File: src/rtl/instruction_fetch.sv
// Instruction fetch unit: IDLE/FETCH/WAIT/ISSUE/HALT sequencer with a 6-bit PC and a one-cycle synchronous memory.
// Optional macro FETCH_HALT_DETECT_EN: a fetched 16'h0000 halts the unit instead of being issued.
module instruction_fetch (
    input  logic        clk,
    input  logic        reset,
    input  logic        clk_enable,
    input  logic        start,
    output logic [5:0]  read_address,
    input  logic [15:0] instruction_in,
    output logic [15:0] instr_out,
    output logic        instr_valid,
    input  logic        instr_ready,
    input  logic        branch_taken,
    input  logic [5:0]  branch_target,
    output logic [5:0]  pc_out,
    output logic        halted,
    output logic        wrapped
);

    typedef enum logic [2:0] {
        S_IDLE,
        S_FETCH,
        S_WAIT,
        S_ISSUE,
        S_HALT
    } state_t;

    state_t      state_q, state_d;
    logic [5:0]  pc_q, pc_d;
    logic [15:0] instr_q, instr_d;
    logic [5:0]  pc_out_q, pc_out_d;
    logic        wrapped_q, wrapped_d;

    always_ff @(posedge clk or posedge reset) begin
        if (reset) begin
            state_q   <= S_IDLE;
            pc_q      <= '0;
            instr_q   <= '0;
            pc_out_q  <= '0;
            wrapped_q <= 1'b0;
        end else if (clk_enable) begin
            state_q   <= state_d;
            pc_q      <= pc_d;
            instr_q   <= instr_d;
            pc_out_q  <= pc_out_d;
            wrapped_q <= wrapped_d;
        end
    end

    always_comb begin
        state_d   = state_q;
        pc_d      = pc_q;
        instr_d   = instr_q;
        pc_out_d  = pc_out_q;
        wrapped_d = wrapped_q;

        case (state_q)
            S_IDLE: begin
                if (start) begin
                    state_d = S_FETCH;
                end
            end
            S_FETCH: begin
                if (branch_taken) begin
                    pc_d    = branch_target;
                    state_d = S_FETCH;
                end else begin
                    state_d = S_WAIT;
                end
            end
            S_WAIT: begin
                // A redirect here drops the word arriving from memory.
                if (branch_taken) begin
                    pc_d    = branch_target;
                    state_d = S_FETCH;
                end else begin
                    instr_d  = instruction_in;
                    pc_out_d = pc_q;
`ifdef FETCH_HALT_DETECT_EN
                    state_d  = (instruction_in == 16'h0000) ? S_HALT : S_ISSUE;
`else
                    state_d  = S_ISSUE;
`endif
                end
            end
            S_ISSUE: begin
                if (branch_taken) begin
                    pc_d    = branch_target;
                    state_d = S_FETCH;
                end else if (instr_ready) begin
                    pc_d    = pc_q + 6'd1;
                    state_d = S_FETCH;
                    if (pc_q == 6'd63) begin
                        wrapped_d = 1'b1;
                    end
                end
            end
            S_HALT: begin
                state_d = S_HALT;
            end
            default: begin
                state_d = S_IDLE;
            end
        endcase
    end

    assign read_address = pc_q;
    assign instr_out    = instr_q;
    assign pc_out       = pc_out_q;
    assign wrapped      = wrapped_q;
    assign instr_valid  = (state_q == S_ISSUE);
    assign halted       = (state_q == S_HALT);

endmodule

File: config.mk
export PLATFORM = sky130hd
export DESIGN_NAME = instruction_fetch
export DESIGN_NICKNAME = d
export VERILOG_FILES = /design/src/rtl/instruction_fetch.sv
export SDC_FILE = /design/constraint.sdc
export NUM_CORES = 1
export LEC_CHECK = 0
export ABC_AREA = 1
export CAP_MARGIN = 20
export CELL_PAD_IN_SITES_DETAIL_PLACEMENT = 1
export CELL_PAD_IN_SITES_GLOBAL_PLACEMENT = 1
export CORE_MARGIN = 5
export CORE_UTILIZATION = 33
export CTS_CLUSTER_SIZE = 10
export DETAILED_ROUTE_END_ITERATION = 10
export PLACE_DENSITY_LB_ADDON = 0.08
export SLEW_MARGIN = 5
export SYNTH_ARGS = -nofsm -noshare
export SYNTH_HDL_FRONTEND = slang
export SYNTH_SLANG_ARGS = --single-unit
File: constraint.sdc
create_clock -name clk -period 2.53 [get_ports clk]
set_clock_uncertainty 0.15 [all_clocks]
set_input_delay 0.6325 -clock clk [delete_from_list [all_inputs] [get_ports clk]]
set_output_delay 0.6325 -clock clk [all_outputs]
set_load 0.01 [all_outputs]
Word-level counts from Yosys, hierarchy flattened
Cells that the tools add are included.

Add/subtract/negate cells: 1. Equal/unequal tests: 8. Multiplexer cells: 10. Bitwise operators: 1. Reduce and logical (&&, ||, !) cells: 7.

Operators by type and width (number): $mux 6 (3); $pmux 3 s5 (1); $pmux 6 s2 (1); $mux 3 (3); $add 6x1->6 const B (1); $eq 3x2->1 const B (2); $eq 6x6->1 const B (1); $reduce_and 3->1 (2); $reduce_and 5->1 (1); $mux 2 (2); $reduce_and 4->1 (1); $eq 3x1->1 const B (1); $eq 3x3->1 const B (1); $logic_not 3->1 (1); $ne 3x1->1 const B (1); $ne 2x1->1 const B (1); $ne 2x2->1 const B (1); $reduce_bool 2->1 (1); $reduce_or 2->1 (1); $not 1->1 (1).

Register bits after elaboration: 32. Input port bits: 28.

Longest topological paths before layout
Gate-level depths: netlist of run 1.

Word-level depth: 4. Gate-level depth with buffers: 9. Depth with buffers taken out: 8.

Worst setup path after synthesis of run 1
No wires, ideal clock.

Path kind: register -> output. Start: reg state_q[1]. End: out halted. Arrival time: 0.804 ns. Data required time: 1.747 ns. Setup slack: 0.944 ns. Stages on the path, launching flop included: 5. Path through: dfrtp_1 > buf_6 > nor2_1 > inv_1 > nor2_1.

Longest elaborated chain between the ends: 1.

RTL lines: start, declared (line 28) `state_t state_q, state_d;`; start signal, assigned (line 42) `state_q <= state_d;`; $eq 3x3->1 (line 112) `assign halted = (state_q == S_HALT);`; end, declared (line 16) `output logic halted,`.

Every way passes these cells.

Worst setup path after layout of run 1
Same ends and word-level chain as after synthesis.

==> summary.txt, run 1 <==
Placement
  • IO buf count: 58
  • Area after DPL: 2140 um^2
  • GPL Wtd Cong: 0.803
  • Post-DP HPWL: 3150 um

Timing
  • Final clock period utilization by the worst path: 0.942
  • RSZ-0062 raised after global routing: no
  • Tmin final: 2.38 ns
  • Slew headroom: 0.732
  • Worst-Margin Slew: 0.402 ns
  • FMAX: 0.420 GHz
  • Max-slew violation count: 0
  • Fin Setup TNS: 0 ns
  • Final setup fails: 0
  • Final Hold Viols: 0

Setup path
  • CP required: 1.75 ns
  • Slowest CP cell: clkdlybuf4s50_1
  • CP arrival: 1.60 ns
  • Reg-to-Reg End: read_address[0]
  • Crit path max-delay family: buffers and inverters
  • CP bufs+invs: 2
  • Critical path endpoint category: primary output
  • Cell Chain, Critical Path: nor2_1 -> inv_1 -> nor2_1 -> clkdlybuf4s50_1
  • R2r setup slk: 1.00 ns
  • Critical Path Max Stage Delay: 0.54 ns
  • Setup Crit Path Kind: reg2out
  • Startpoint types: flop
  • R2r startpoint: state_q[2]
  • Most common cell on crit path: nor2_1
  • Worst r2r path cells: 7
  • Crit path max fanout: 7

Cells and area
  • Synthesis-to-layout area growth: 47.8%
  • Post-route cell area: 2220 um^2
  • Fillers: 533
  • Most frequent cells in the layout: clkdlybuf4s50_1 (58), nand2_1 (51), o21ai_0 (32), dfrtp_1 (32), inv_1 (31)
  • Commonest non-fill, non-tap cell in the layout: clkdlybuf4s50_1
  • # nets final: 274
  • Share of cells above drive strength 1: 0.0854
  • Number of diodes: 0

Floorplanning
  • Die height: 77.5 um
  • Core Region: 4380 um^2
  • Standard-cell rows: 24
  • Die area: 6010 um^2
  • I/O pin cnt: 59
  • Initial Util: 0.343
  • DIE WIDTH: 77.5 um

CTS
  • # clock sinks: 32
  • Post-CTS setup buffers: 0
  • Cts bufs inserted: 5
  • Resize count post-CTS: 0
  • Worst-skew pair later-pin latency: 0.28 ns
  • Clock Path Buffers: 2
  • CTS clock-pin slew for the worst setup and hold paths: 0.07 ns
  • Max H-tree Level: 2
  • Root Buffer: clkbuf_8
  • CTS Hold Buffers Added: 0
  • TritonCTS clock tree: yes

Synth
  • Seq/Total Area, Yosys: 0.532
  • Synthesized flop and latch total: 32
  • Syn Inst Count: 183
  • Yosys cell types: 23
  • Yosys warns: 0
  • Synthesized Nets: 212
  • Synth Area per Inst: 8.23 um^2
  • Mapped Area: 1510 um^2

Drt
  • DR vias: 1385
  • DRC: 0
  • Number of nets with antenna violations after routing: 0
  • Drt first-iter violations: 39
  • DR pass1 iterations: 3
  • DRT Wirelength: 3990 um
  • Vias/cell: 4.65
  • Per-cell routed wire length: 13.4 um

Global routing
  • GRT met2 Usage: 0.221
  • Initial antenna violation count: 0
  • Largest net degree at the start of global routing: 45
  • Met3 Track Usage GR: 0.0498
  • First-pass GRT wire length: 6850 um
  • Total gr overflow: 0
  • Number of global-route vias before repair: 1531
  • M1 GR Usage: 0.167
  • Global-route usage over all layers: 0.139
  • GRT Max-Usage Layer: met2

Power and ir drop
  • Sequential power share: 0.521
  • Sw frac: 0.238
  • Logic pwr share: 0.104
  • Maximum vdd drop: 0.000292 V
  • Psw: 0.000240 W
  • Cell internal pwr: 0.000769 W
  • Tot Pwr: 0.00101 W
  • Clk network pwr share: 0.376
  • PwrDens: 454 nW/um^2
  • Lkg Pwr: 1.07 nW

Worst hold path
  • Hold crit path type: reg2reg
  • Worst hold start: instr_out[2]
  • Hold Path Stages: 2
  • Hold endpoint: instr_out[2]

Flow run
  • MaxCap Viol Count: 0

Status
  • Run status: completed
==> per-stage QoR <==
stage	utilization	hold slack, ns	std cells	setup slack [ns]
finish	0.507	0.342	298	0.147
global route	0.507	0.363	298	0.0661
CTS	0.507	0.353	298	0.130
detailed placement	0.487	0.331	290	0.372
global placement	0.487	0.321	290	0.400
floorplan	-	0.363	183	0.944
==> registers in the layout, summed over array words and instances, names as in the netlist <==
name / count
state_q: 3
read_address: 6
pc_out: 6
instr_out: 16
wrapped: 1
==> synthesized netlist by cell type <==
| cell type | n | area [um^2] |
|---|---|---|
| dfrtp_1 | 32 | 801 |
| nor3_1 | 1 | 5.00 |
| inv_2 | 3 | 11.3 |
| buf_6 | 1 | 11.3 |
| nand4_2 | 1 | 12.5 |
| a21oi_4 | 1 | 16.3 |
| nand2_2 | 4 | 25.0 |
| inv_1 | 31 | 116 |
| clkbuf_1 | 2 | 7.51 |
| o21ai_0 | 32 | 160 |
| a21oi_1 | 1 | 5.00 |
| buf_2 | 2 | 10.0 |
| xnor2_1 | 1 | 8.76 |
| nand2_1 | 51 | 191 |
| xor2_1 | 2 | 17.5 |
| o21bai_1 | 1 | 7.51 |
| o31ai_1 | 1 | 7.51 |
| nor2_1 | 4 | 15.0 |
| nand3_1 | 8 | 40.0 |
| ha_1 | 1 | 12.5 |
| nor2_2 | 1 | 6.26 |
| nand4_1 | 1 | 6.26 |
| nor2_4 | 1 | 11.3 |
==> worst max path at each step <==
stage / startpoint / end / slack (ns) / cells after the start
after detailed placement: branch_taken / read_address[0] / 0.37 / 7
after CTS: state_q[1] / halted / 0.13 / 4
after global routing: state_q[1] / halted / 0.07 / 4
after floorplan: state_q[1] / halted / 0.94 / 4
after global placement: branch_taken / read_address[2] / 0.40 / 7
final: state_q[1] / halted / 0.15 / 4
==> power groups by stage <==
| stage | clock network [W] | logic [W] | registers, W |
|---|---|---|---|
| 6_report | 0.000379 | 0.000105 | 0.000526 |
| 5_1_grt | 0.000418 | 0.000118 | 0.000527 |
| 4_1_cts | 0.000396 | 0.000108 | 0.000526 |
| 3_5_place_dp | 0 | 0.000107 | 0.000536 |
| 3_3_place_gp | 0 | 0.000104 | 0.000535 |
| 2_1_floorplan | 0 | 0.0000374 | 0.000536 |
==> cells by family after synthesis <==
family | count (synthesis) | share of synthesized area
buffers and inverters | 39 | 0.104
XOR/XNOR | 3 | 0.0175
adder cells (fa/ha/maj) | 1 | 0.00831
flip-flops | 32 | 0.532
AND/OR/NAND/NOR | 72 | 0.208
AO/OA/AOI/OAI | 36 | 0.131
==> tightest hold or removal path: stages, from the launching register on <==
cell and delay [ns]:
dfrtp_1 0.34, nand2_1 0.05, o21ai_0 0.06
==> cell type report <==
cell class,instances,area (um^2),share of cell area
clock inverter,3,18.8,0.00844
clock buffer,5,68.8,0.0309
inverter,34,128,0.0574
sequential,32,801,0.360
tap,52,65.1,0.0292
multi-input combinational,112,548,0.246
timing repair buffer,60,596,0.268
==> per-layer routing <==
layer	vias up	share of wire
met5	-	0
met4	0	0.017
met1	649	0.43
met3	8	0.070
li1	689	-
met2	39	0.48
Note: power is estimated with default switching activity, not from simulation.
==> inputs of run 2 (changes only) <==
--- a/config.mk
+++ b/config.mk
@@ -6,13 +6,15 @@
 export NUM_CORES = 1
 export LEC_CHECK = 0
 export ABC_AREA = 1
+export ABC_CLOCK_PERIOD_IN_PS = 2530
 export CAP_MARGIN = 20
 export CELL_PAD_IN_SITES_DETAIL_PLACEMENT = 1
-export CELL_PAD_IN_SITES_GLOBAL_PLACEMENT = 1
+export CELL_PAD_IN_SITES_GLOBAL_PLACEMENT = 2
 export CORE_MARGIN = 5
-export CORE_UTILIZATION = 33
+export CORE_UTILIZATION = 25
 export CTS_CLUSTER_SIZE = 10
 export DETAILED_ROUTE_END_ITERATION = 10
+export GPL_TIMING_DRIVEN = 0
 export PLACE_DENSITY_LB_ADDON = 0.08
 export SLEW_MARGIN = 5
 export SYNTH_ARGS = -nofsm -noshare
==> run 2 against run 1 <==
Effect of this change:
- global-route usage is 2.1 points lower
- sequential power hardly changed
- worst setup slack is essentially flat
- worst hold slack got worse by 0.0069 ns
- die area increased by 28%
==> summary.txt, run 2 (synthesized netlist as in run 1, its figures left out) <==
Status
  • Run status: completed

Timing
  • Worst-Margin Slew: 0.708 ns
  • Slew headroom: 0.527
  • Tmin final: 2.38 ns
  • Final clock period utilization by the worst path: 0.942
  • Final setup fails: 0
  • RSZ-0062 raised after global routing: no
  • Max-slew violation count: 0
  • FMAX: 0.420 GHz
  • Final Hold Viols: 0
  • Fin Setup TNS: 0 ns

Worst hold path
  • Hold crit path type: reg2reg

Setup path
  • Crit path max fanout: 7
  • Critical Path Max Stage Delay: 0.54 ns
  • CP required: 1.75 ns
  • Startpoint types: flop
  • Setup Crit Path Kind: reg2out
  • CP arrival: 1.60 ns
  • Cell Chain, Critical Path: buf_6 -> nor2_1 -> inv_1 -> nor2_1 -> clkdlybuf4s50_1
  • Slowest CP cell: clkdlybuf4s50_1
  • Crit path max-delay family: buffers and inverters
  • Most common cell on crit path: nor2_1
  • Critical path endpoint category: primary output
  • CP bufs+invs: 3

Global routing
  • Initial antenna violation count: 0
  • Total gr overflow: 0
  • Number of global-route vias before repair: 1383
  • Largest net degree at the start of global routing: 33
  • Global-route usage over all layers: 0.118
  • First-pass GRT wire length: 6890 um

CTS
  • Post-CTS setup buffers: 0
  • CTS Hold Buffers Added: 0
  • Clock Path Buffers: 2
  • Worst-skew pair later-pin latency: 0.28 ns
  • Max H-tree Level: 2
  • Root Buffer: clkbuf_8
  • Resize count post-CTS: 0
  • # clock sinks: 32
  • CTS clock-pin slew for the worst setup and hold paths: 0.07 ns
  • Cts bufs inserted: 5
  • TritonCTS clock tree: yes

Floorplanning
  • Initial Util: 0.256
  • Core Region: 5890 um^2
  • Die area: 7670 um^2
  • DIE WIDTH: 87.6 um
  • Standard-cell rows: 28
  • Die height: 87.6 um
  • I/O pin cnt: 59

Drt
  • Drt first-iter violations: 29
  • Highest routed layer: met4
  • DRC: 0
  • Number of nets with antenna violations after routing: 0
  • Vias/cell: 4.20
  • DRT Wirelength: 4090 um
  • Per-cell routed wire length: 12.6 um
  • Post-Route M1 WL: 1960 um
  • Detailed route wirelength on metal3: 320 um
  • DR vias: 1362
  • DR pass1 iterations: 4
  • Met2 wire len: 1760 um

Cells and area
  • Share of cells above drive strength 1: 0.0924
  • # nets final: 277
  • Synthesis-to-layout area growth: 51.3%
  • Non-Filler Instances: 324
  • Max reg flops: 16
  • Most frequent cells in the layout: clkdlybuf4s50_1 (58), nand2_1 (51), o21ai_0 (32), dfrtp_1 (32), inv_1 (30)
  • Number of diodes: 0
  • Commonest non-fill, non-tap cell in the layout: clkdlybuf4s50_1
  • Post-route cell area: 2280 um^2

Power and ir drop
  • Lkg Pwr: 1.07 nW
  • Maximum vdd drop: 0.000290 V
  • Tot Pwr: 0.00105 W
  • PwrDens: 463 nW/um^2

Placement
  • Area after DPL: 2180 um^2
  • Post-DP HPWL: 3040 um
  • Placed Cells incl. Taps: 316
  • GPL Wtd Cong: 0.722
  • IO buf count: 58

Flow run
  • MaxCap Viol Count: 0
[run 2: cell count changes in the layout (fill, tap and decap cells not counted)]
cell	before	now
buf_2	0	2
buf_4	2	0
clkbuf_1	0	2
clkinv_2	2	0
clkinvlp_4	0	2
buf_6	0	1
clkbuf_8	5	6
clkinv_4	1	0
inv_1	31	30
inv_2	3	4
[run 2: layout make-up]
type,instances,area [um^2]
clock buffer,6,82.6
clock inverter,2,15.0
multi-input combinational,112,548
sequential,32,801
timing repair buffer,58,581
tap,75,93.8
buffer,5,28.8
fill,721,3610
inverter,34,128
[run 2: report_power, final]
part | internal, W | leakage, nW | switching, W
sequential | 0.000517 | 0.426 | 0.00000799
clock | 0.000220 | 0.0434 | 0.000205
combinational | 0.0000596 | 0.599 | 0.0000444
[run 2: tightest hold or removal path: stages, from the launching register on]
cell     delay, ns
dfrtp_1       0.34
nand2_1       0.05
o21ai_0       0.06
[run 2: stage by stage]
step,util,hold slack [ns],setup WS [ns]
finish,0.387,0.335,0.147
global route,0.387,0.365,0.0360
CTS,0.387,0.343,0.121
detailed placement,0.370,0.324,0.207
global placement,0.370,0.316,0.153
floorplan,-,0.363,0.944
[run 2: per-layer routing]
metal	global-route usage	vias up
li1	-	698
met1	0.159	619
met2	0.168	38
met3	0.0470	7
met4	0.0460	0
met5	0	-
[run 2: final timing paths]
check | startpoint | to | slack, ns | cells after the start
min in group asynchronous | reset | instr_out[13] | 0.63 | 2
worst min register to register | instr_out[4] | instr_out[4] | 0.34 | 2
worst max register to register | state_q[2] | read_address[4] | 1.02 | 6
max in group asynchronous | reset | state_q[0] | 1.15 | 2
worst min-delay path | instr_out[4] | instr_out[4] | 0.34 | 2
worst max-delay path | state_q[1] | halted | 0.15 | 5
==> inputs of run 3 (changes only) <==
--- a/config.mk
+++ b/config.mk
@@ -16,7 +16,7 @@
 export DETAILED_ROUTE_END_ITERATION = 10
 export GPL_TIMING_DRIVEN = 0
 export PLACE_DENSITY_LB_ADDON = 0.08
-export SLEW_MARGIN = 5
+export SKIP_LAST_GASP = 1
 export SYNTH_ARGS = -nofsm -noshare
 export SYNTH_HDL_FRONTEND = slang
 export SYNTH_SLANG_ARGS = --single-unit
==> run 3 against run 2 <==
Effect of this change:
- worst setup slack gained 0.0099 ns
- clock-buffer cell count rose by 1
- critical path type unchanged
- combinational power rose by 4%
- clock power is 1% higher
- critical endpoint unchanged
- non-clock buffer count increased by 1
- die area unchanged
- flip-flop and latch count is the same
- design area up 1.2%
- cell count did not move
- global-route usage decreased by 0.21 points
- register-to-register slack hardly changed
==> summary.txt, run 3 (synthesized netlist as in run 1, its figures left out) <==
Status
  • Run status: completed

Cells and area
  • Commonest non-fill, non-tap cell in the layout: clkdlybuf4s50_1
  • Share of cells above drive strength 1: 0.0884
  • # nets final: 278
  • Most frequent cells in the layout: clkdlybuf4s50_1 (58), nand2_1 (51), o21ai_0 (32), dfrtp_1 (32), inv_1 (31)
  • Number of diodes: 0
  • Synthesis-to-layout area growth: 53.0%
  • Max reg flops: 16
  • Post-route cell area: 2300 um^2

Global routing
  • Largest net degree at the start of global routing: 19
  • Initial antenna violation count: 0
  • Number of global-route vias before repair: 1383
  • Global-route usage over all layers: 0.116
  • First-pass GRT wire length: 6840 um
  • Total gr overflow: 0

CTS
  • Max H-tree Level: 2
  • CTS clock-pin slew for the worst setup and hold paths: 0.07 ns
  • Post-CTS setup buffers: 0
  • # clock sinks: 32
  • TritonCTS clock tree: yes
  • Root Buffer: clkbuf_8
  • CTS Hold Buffers Added: 0
  • Resize count post-CTS: 0
  • Worst-skew pair later-pin latency: 0.28 ns
  • Cts bufs inserted: 5
  • Clock Path Buffers: 2

Power and ir drop
  • Lkg Pwr: 1.09 nW
  • PwrDens: 462 nW/um^2
  • Maximum vdd drop: 0.000165 V

Setup path
  • Setup Crit Path Kind: reg2out
  • Critical path endpoint category: primary output
  • Startpoint types: flop
  • Crit path max fanout: 7
  • CP required: 1.75 ns
  • Crit path from: state_q[1]
  • CP arrival: 1.59 ns
  • R2r startpoint: state_q[2]

Drt
  • Number of nets with antenna violations after routing: 0
  • DR pass1 iterations: 4
  • DRC: 0
  • Drt first-iter violations: 34
  • DR vias: 1374
  • Vias/cell: 4.24
  • Per-cell routed wire length: 12.6 um
  • DRT Wirelength: 4090 um

Timing
  • Worst Setup Slack, final: 0.157 ns
  • Final setup fails: 0
  • Tmin final: 2.37 ns
  • Max-slew violation count: 0
  • Final clock period utilization by the worst path: 0.938
  • Fin Setup TNS: 0 ns
  • Final Hold Viols: 0
  • FMAX: 0.421 GHz
  • RSZ-0062 raised after global routing: no
  • Slew headroom: 0.471
  • Worst-Margin Slew: 0.793 ns

Placement
  • Area after DPL: 2210 um^2
  • Placement Setup Slack: 0.213 ns
  • GPL Wtd Cong: 0.722
  • Post-DP HPWL: 3150 um
  • IO buf count: 58

Floorplanning
  • Core Region: 5890 um^2
  • DIE WIDTH: 87.6 um
  • Die area: 7670 um^2
  • I/O pin cnt: 59
  • Die height: 87.6 um
  • Initial Util: 0.256
  • Standard-cell rows: 28

Flow run
  • MaxCap Viol Count: 0

Worst hold path
  • Hold crit path type: reg2reg
  • Worst hold start: instr_out[4]
[run 3: cell count changes in the layout (fill, tap and decap cells not counted)]
cell        previous run  this run
inv_2                  4         3
clkbuf_8               6         7
inv_1                 30        31
buf_16                 0         1
clkinvlp_4             2         0
[run 3: worst paths after layout]
path,endpoint,slack (ns),cells after the start
min in group asynchronous,pc_out[0],0.65,2
worst max register to register,read_address[4],1.01,6
worst min register to register,instr_out[4],0.34,2
worst min-delay path,instr_out[4],0.34,2
max in group asynchronous,instr_out[2],1.03,3
worst max-delay path,halted,0.16,5
[run 3: metal layers]
metal | routed length, um | up-vias | share of wire | GRT usage
met5 | 0 | - | 0 | 0
met4 | 44 | 0 | 0.011 | 0.0377
met3 | 305 | 4 | 0.075 | 0.0405
met2 | 1850 | 38 | 0.45 | 0.176
met1 | 1890 | 638 | 0.46 | 0.154
li1 | - | 694 | - | -
[run 3: through the flow]
stage                     hold slack (ns)  power [W]   util  instances
final                               0.335    0.00106  0.391        324
after global routing                0.369    0.00113  0.391        324
after CTS                           0.341    0.00108  0.391        324
after detailed placement            0.325   0.000646  0.375        317
after global placement              0.316   0.000641  0.370        316
after floorplan                     0.363   0.000574      -        183
[run 3: critical path, cell delays in order (launching register included)]
cell and delay (ns):
dfrtp_1 0.38, buf_6 0.13, nor2_1 0.12, inv_1 0.07
nor2_1 0.08, clkdlybuf4s50_1 0.54
[run 3: final cells by class]
cell class	count	area, um^2
fillers	716	3580
flip-flops and latches	32	801
repair buffers	59	608
multi-input cells	112	548
inverters	34	128
clock buffers	7	96.3
well taps	75	93.8
plain buffers	5	28.8
[run 3: power by group]
group	internal [W]	total (W)	switching, W
logic	0.0000638	0.000108	0.0000444
registers	0.000517	0.000525	0.00000770
clock network	0.000242	0.000430	0.000188
total	0.000824	0.00106	0.000240
